[src/rtl/lsu_pkg.sv]
// Shared definitions for the load/store unit: FSM states, RV32I funct3 codes
// and byte-lane write-mask constants.
package lsu_pkg;

  typedef enum logic [1:0] {
    IDLE = 2'd0,
    WAIT = 2'd1,
    DONE = 2'd2
  } lsu_state_t;

  localparam logic [2:0] LB  = 3'b000;
  localparam logic [2:0] LH  = 3'b001;
  localparam logic [2:0] LW  = 3'b010;
  localparam logic [2:0] LBU = 3'b100;
  localparam logic [2:0] LHU = 3'b101;
  localparam logic [2:0] SB  = 3'b000;
  localparam logic [2:0] SH  = 3'b001;
  localparam logic [2:0] SW  = 3'b010;

  localparam logic [3:0] MASK_NONE = 4'b0000;
  localparam logic [3:0] MASK_B    = 4'b0001;
  localparam logic [3:0] MASK_H    = 4'b0011;
  localparam logic [3:0] MASK_W    = 4'b1111;

endpackage

[src/rtl/lsu_align.sv]
// Combinational data path of the LSU: request alignment check, store lane
// replication and byte mask, and load lane extraction with sign/zero extension.
module lsu_align
  import lsu_pkg::*;
(
  input  logic [2:0]  funct3,
  input  logic [1:0]  addr_lo,
  input  logic        is_store,
  input  logic [31:0] wdata,
  input  logic [2:0]  rsp_funct3,
  input  logic [1:0]  rsp_lane,
  input  logic [31:0] rdata,
  output logic        misaligned,
  output logic [3:0]  wmask,
  output logic [31:0] wdata_lanes,
  output logic [31:0] load_data
);

  logic [7:0]  byte_sel;
  logic [15:0] half_sel;

  always_comb begin
    misaligned  = 1'b0;
    wmask       = MASK_NONE;
    wdata_lanes = wdata;
    if (is_store) begin
      case (funct3)
        SB: begin
          wdata_lanes = {4{wdata[7:0]}};
          wmask       = MASK_B << addr_lo;
        end
        SH: begin
          wdata_lanes = {2{wdata[15:0]}};
          wmask       = MASK_H << addr_lo;
          misaligned  = addr_lo[0];
        end
        SW: begin
          wmask      = MASK_W;
          misaligned = |addr_lo;
        end
        default: misaligned = 1'b1;
      endcase
    end else begin
      case (funct3)
        LB, LBU: misaligned = 1'b0;
        LH, LHU: misaligned = addr_lo[0];
        LW:      misaligned = |addr_lo;
        default: misaligned = 1'b1;
      endcase
    end
  end

  always_comb begin
    case (rsp_lane)
      2'd0:    byte_sel = rdata[7:0];
      2'd1:    byte_sel = rdata[15:8];
      2'd2:    byte_sel = rdata[23:16];
      default: byte_sel = rdata[31:24];
    endcase
    half_sel = rsp_lane[1] ? rdata[31:16] : rdata[15:0];
    case (rsp_funct3)
      LB:      load_data = {{24{byte_sel[7]}}, byte_sel};
      LBU:     load_data = {24'b0, byte_sel};
      LH:      load_data = {{16{half_sel[15]}}, half_sel};
      LHU:     load_data = {16'b0, half_sel};
      default: load_data = rdata;
    endcase
  end

endmodule

[src/rtl/load_store_unit.sv]
// RV32I load/store unit: accepts one request at a time, issues a single
// memory request, and reports completion, misalignment or timeout.
module load_store_unit
  import lsu_pkg::*;
#(
  parameter int TIMEOUT_CYCLES = 255
) (
  input  logic        i_clk,
  input  logic        i_rst,
  input  logic        i_valid,
  input  logic        i_load,
  input  logic        i_store,
  input  logic [2:0]  i_funct3,
  input  logic [31:0] i_addr,
  input  logic [31:0] i_wdata,
  output logic        o_ready,
  output logic        o_mem_req,
  output logic [31:0] o_mem_addr,
  output logic        o_mem_wen,
  output logic [3:0]  o_mem_wmask,
  output logic [31:0] o_mem_wdata,
  input  logic        i_mem_ack,
  input  logic [31:0] i_mem_rdata,
  output logic        o_done,
  output logic [31:0] o_rdata,
  output logic        o_misaligned,
  output logic        o_timeout
);

  localparam int CW = (TIMEOUT_CYCLES > 1) ? $clog2(TIMEOUT_CYCLES) : 1;
  localparam logic [CW-1:0] LAST = CW'(TIMEOUT_CYCLES - 1);

  lsu_state_t    state;
  logic [CW-1:0] cnt;
  logic [2:0]    op_funct3;
  logic [1:0]    op_lane;
  logic          op_store;

  logic          accept;
  logic          fault;
  logic [3:0]    wmask;
  logic [31:0]   wdata_lanes;
  logic [31:0]   load_data;

  assign o_ready   = (state == IDLE);
  assign o_mem_req = (state == WAIT);
  assign accept    = i_valid & o_ready & (i_load ^ i_store);

  lsu_align u_align (
    .funct3      (i_funct3),
    .addr_lo     (i_addr[1:0]),
    .is_store    (i_store),
    .wdata       (i_wdata),
    .rsp_funct3  (op_funct3),
    .rsp_lane    (op_lane),
    .rdata       (i_mem_rdata),
    .misaligned  (fault),
    .wmask       (wmask),
    .wdata_lanes (wdata_lanes),
    .load_data   (load_data)
  );

  // Status flags default low every cycle so they can only be seen in DONE.
  always_ff @(posedge i_clk) begin
    if (i_rst) begin
      state        <= IDLE;
      cnt          <= '0;
      op_funct3    <= '0;
      op_lane      <= '0;
      op_store     <= 1'b0;
      o_mem_addr   <= '0;
      o_mem_wen    <= 1'b0;
      o_mem_wmask  <= '0;
      o_mem_wdata  <= '0;
      o_done       <= 1'b0;
      o_rdata      <= '0;
      o_misaligned <= 1'b0;
      o_timeout    <= 1'b0;
    end else begin
      o_done       <= 1'b0;
      o_misaligned <= 1'b0;
      o_timeout    <= 1'b0;
      case (state)
        IDLE: begin
          if (accept) begin
            cnt <= '0;
            if (fault) begin
              state        <= DONE;
              o_done       <= 1'b1;
              o_misaligned <= 1'b1;
              o_rdata      <= '0;
            end else begin
              state       <= WAIT;
              op_funct3   <= i_funct3;
              op_lane     <= i_addr[1:0];
              op_store    <= i_store;
              o_mem_addr  <= {i_addr[31:2], 2'b00};
              o_mem_wen   <= i_store;
              o_mem_wmask <= wmask;
              o_mem_wdata <= wdata_lanes;
            end
          end
        end
        WAIT: begin
          // An ack on the final counted cycle still completes normally.
          if (i_mem_ack) begin
            state   <= DONE;
            o_done  <= 1'b1;
            o_rdata <= op_store ? '0 : load_data;
          end else if (cnt == LAST) begin
            state     <= DONE;
            o_done    <= 1'b1;
            o_timeout <= 1'b1;
            o_rdata   <= '0;
          end else begin
            cnt <= cnt + 1'b1;
          end
        end
        DONE:    state <= IDLE;
        default: state <= IDLE;
      endcase
    end
  end

endmodule

[config.mk]
export PLATFORM = sky130hd
export DESIGN_NAME = load_store_unit
export DESIGN_NICKNAME = d
export VERILOG_FILES = /design/src/rtl/lsu_pkg.sv /design/src/rtl/lsu_align.sv /design/src/rtl/load_store_unit.sv
export SDC_FILE = /design/constraint.sdc
export NUM_CORES = 1
export LEC_CHECK = 0
export CORE_MARGIN = 1
export CORE_UTILIZATION = 47
export CTS_CLUSTER_SIZE = 40
export DETAILED_ROUTE_END_ITERATION = 12
export PLACE_DENSITY = 0.84
export SYNTH_ARGS = -nofsm -noshare
export SYNTH_HDL_FRONTEND = slang
export SYNTH_SLANG_ARGS = --single-unit
[constraint.sdc]
create_clock -name i_clk -period 5 [get_ports i_clk]
set_input_delay 0.5 -clock i_clk [delete_from_list [all_inputs] [get_ports i_clk]]
set_output_delay 0.5 -clock i_clk [all_outputs]
set_load 0.01 [all_outputs]
==> metrics.cfg <==
[outcome]
status = finished, final reports clean

[placement]
placed_cell_area_mm2 = 0.007224
gp_congestion = 0.8204
port_buffers = 208
dpl.hpwl_um = 10350

[cts]
clock-sinks = 117
numCtsBuffers = 17
root_buffer = clkbuf_8
ctsHoldBuffers = 0
cts_buffer_depth = 2
path_clk_slew_ps = 60
htreeDepth = 4
insertion_delay_ps = 520
cts_tree = built
cts_setup_buffers = 0
cts-resized-gates = 0

[drt]
first_pass_iters = 7
drc = 0
dr.first_iter.drc_count = 243
drt_wl_total_um = 15300
postRouteAntennaNets = 0
wl_per_cell_um = 16.39
avgViaCountPerCell = 5.525
vias = 5155

[sta]
finalClockSkew_ps = 10.32
setup_tns_ps = 0
setup_viol = 0
fmax_mhz = 326.6
final.min_clock_period_ps = 3062
slew_headroom_pct = 9.377
rsz0062_at_grt = no
worstMarginPinSlew_ps = 1359
drv_slew = 0
hold_viol_final = 0
timing.final.crit_share_pct = 61.24
hold_slack_ps = 454.0

[yosys]
synth_xor_xnor_area_share_pct = 0.5097
synthAdderAreaFrac_pct = 0.4854
netlist_area_mm2 = 0.005155
synth_warnings = 0
syn_inst = 598
avgSynthCellArea_um2 = 8.620
ys_ff_latch = 117
synthFlopType = dfxtp_1
synth_mux_area_share_pct = 5.485
synth_top_area_cell = dfxtp_1
synth_area_leaders = dfxtp_1 45%, nand2_1 9.8%, a21oi_1 7.7%, nand2b_1 3.4%, mux2i_1 3.3%
synth-edff-count = 0
synth_compound_area_share_pct = 22.69
async_flop_share_pct = 0
synth_top_family_by_area = compound AO/OA/AOI/OAI gates
ys_types = 47
synth_top_area_share_pct = 45.44
synthSimpleGateAreaFrac_pct = 20.24
seq_area_frac_synth_pct = 45.44

[power]
combPwrFrac_pct = 11.7
p_leak_nw = 2.714
power_density_mw_per_mm2 = 318.2
p_int_mw = 1.920
clkPwrFrac_pct = 49.1
power_switching_share_pct = 22.88
p_sw_mw = 0.5696
p_seq_share_pct = 39.2
peakVddDrop_mv = 0.2251

[global_routing]
grt_pass1_wl_um = 24270
grt_pass1_vias = 4977
track_usage_pct = 27.14
grt_remaining_overflow = 0
grt_max_degree = 79
antenna_found_initial = 0

[cells_and_area]
layout_common_cells = 207 x clkdlybuf4s50_1, 134 x nand2_1, 117 x dfxtp_1, 79 x a21oi_1, 28 x nand2b_1
nNetsFinal = 892
fin_util_pct = 74.77
nFillCells = 752
drive_above_1_share_pct = 6.901
area_growth_pct = 51.75
final_common_cell = clkdlybuf4s50_1
final_cell_area_mm2 = 0.007823
antenna_cells = 0

[worst_setup_path]
critPathRequiredTime_ps = 5450
crit_chain = clkdlybuf4s50_1 -> a221oi_1 -> nor2_1 -> a221oi_4 -> a22o_1
cp_data_arrival_time_ps = 3510
cp_max_fo = 32
cp_slowest_stage_delay_ps = 1090
cp_slowest_cell = a221oi_4
worstSetupEndpointType = register
critPathKind = in2reg
worstSetupStartpointType = primary input

[floorplanning]
fp.dieH_um = 106.7
initial_core_util_pct = 49.27
fp.coreArea_mm2 = 0.01046
fp-row-count = 37
dieArea_mm2 = 0.01139
io-pin-count = 211
die_w_um = 106.7

[run]
max_cap_viol_count = 0

[worst_hold_path]
hp-class = reg2reg

cell type report:
cell class	count	area [um^2]	share of cell area, %
Clock buffer	22	473.0	6.046
Clock inverter	9	125.1	1.599
Inverter	4	15.01	0.1919
Multi-Input combinational cell	430	2567	32.82
Sequential cell	117	2342	29.94
Tap cell	136	170.2	2.175
Timing Repair Buffer	215	2130	27.22
power by group through the flow:
stage | combinational [mW] | sequential (mW) | clock [mW]
after floorplan | 0.123 | 1.00 | 0
after global placement | 0.281 | 0.993 | 0
after detailed placement | 0.286 | 0.994 | 0
after CTS | 0.290 | 0.975 | 1.24
after global routing | 0.314 | 0.978 | 1.29
final | 0.291 | 0.975 | 1.22
worst max-delay path: cells and delay by family:
family          cells  cell delay (ps)
buf+inv             1              810
compound gates      3             2010
simple gates        1              180
through the flow:
step | std cells | setup WS (ps) | power (mW)
2_1_floorplan | 599 | 3124 | 1.123
3_3_place_gp | 902 | 1596 | 1.275
3_5_place_dp | 902 | 1519 | 1.281
4_1_cts | 933 | 1994 | 2.503
5_1_grt | 933 | 1729 | 2.577
6_report | 933 | 1938 | 2.489
synthesized netlist by cell type, types with 2 or more instances:
cell type    n
a211o_1      6
a211oi_1    10
a21oi_1     79
a22o_1      16
a32o_1      10
and3_1       4
and3b_1      6
buf_1        2
buf_2       17
buf_4        4
buf_6        4
clkbuf_1    21
dfxtp_1    117
ha_1         2
inv_1        4
mux2_2       8
mux2i_1     17
nand2_1    134
nand2b_1    28
nand3_1      4
nand4_1      2
nand4b_1     2
nor2_1      20
nor2b_1      3
nor3_1       2
nor3b_1      2
nor4_1       2
o211ai_1    20
o21a_1       2
o21ai_0     14
o2bb2ai_1    6
o31ai_1      3
or3_1       11
xor2_1       3
sequential cells by signal, summed over array words and instances, names as in the netlist:
| name | flops |
|---|---|
| cnt | 8 |
| o_done | 1 |
| o_mem_addr | 30 |
| o_mem_wdata | 32 |
| o_mem_wmask | 4 |
| o_misaligned | 1 |
| o_rdata | 32 |
| o_timeout | 1 |
| op_funct3 | 3 |
| op_lane | 2 |
| op_store | 1 |
| state | 2 |
kinds of logic after synthesis:
| group | Yosys count |
|---|---|
| compound gates | 173 |
| xor+xnor | 3 |
| fa+ha+maj | 2 |
| buf+inv | 52 |
| flops | 117 |
| mux | 26 |
| other cells | 1 |
| simple gates | 224 |
routing by layer:
layer  GRT usage, %  part of all wire (%)
met1          31.32                    41
met3          10.82                   8.7
met2          45.53                    49
met4          9.198                   2.0
met5              0                     0
worst paths after layout:
check	endpoint	from	depth (start not counted)	slack, ps
setup / recovery	o_rdata[28]	i_funct3[0]	5	1940
hold / removal	o_mem_addr[18]	o_mem_addr[18]	2	450
setup reg to reg	o_mem_wdata[19]	state[1]	5	2520
hold reg to reg	o_mem_addr[18]	o_mem_addr[18]	2	450
No activity file was read; power rests on OpenSTA's default activity.
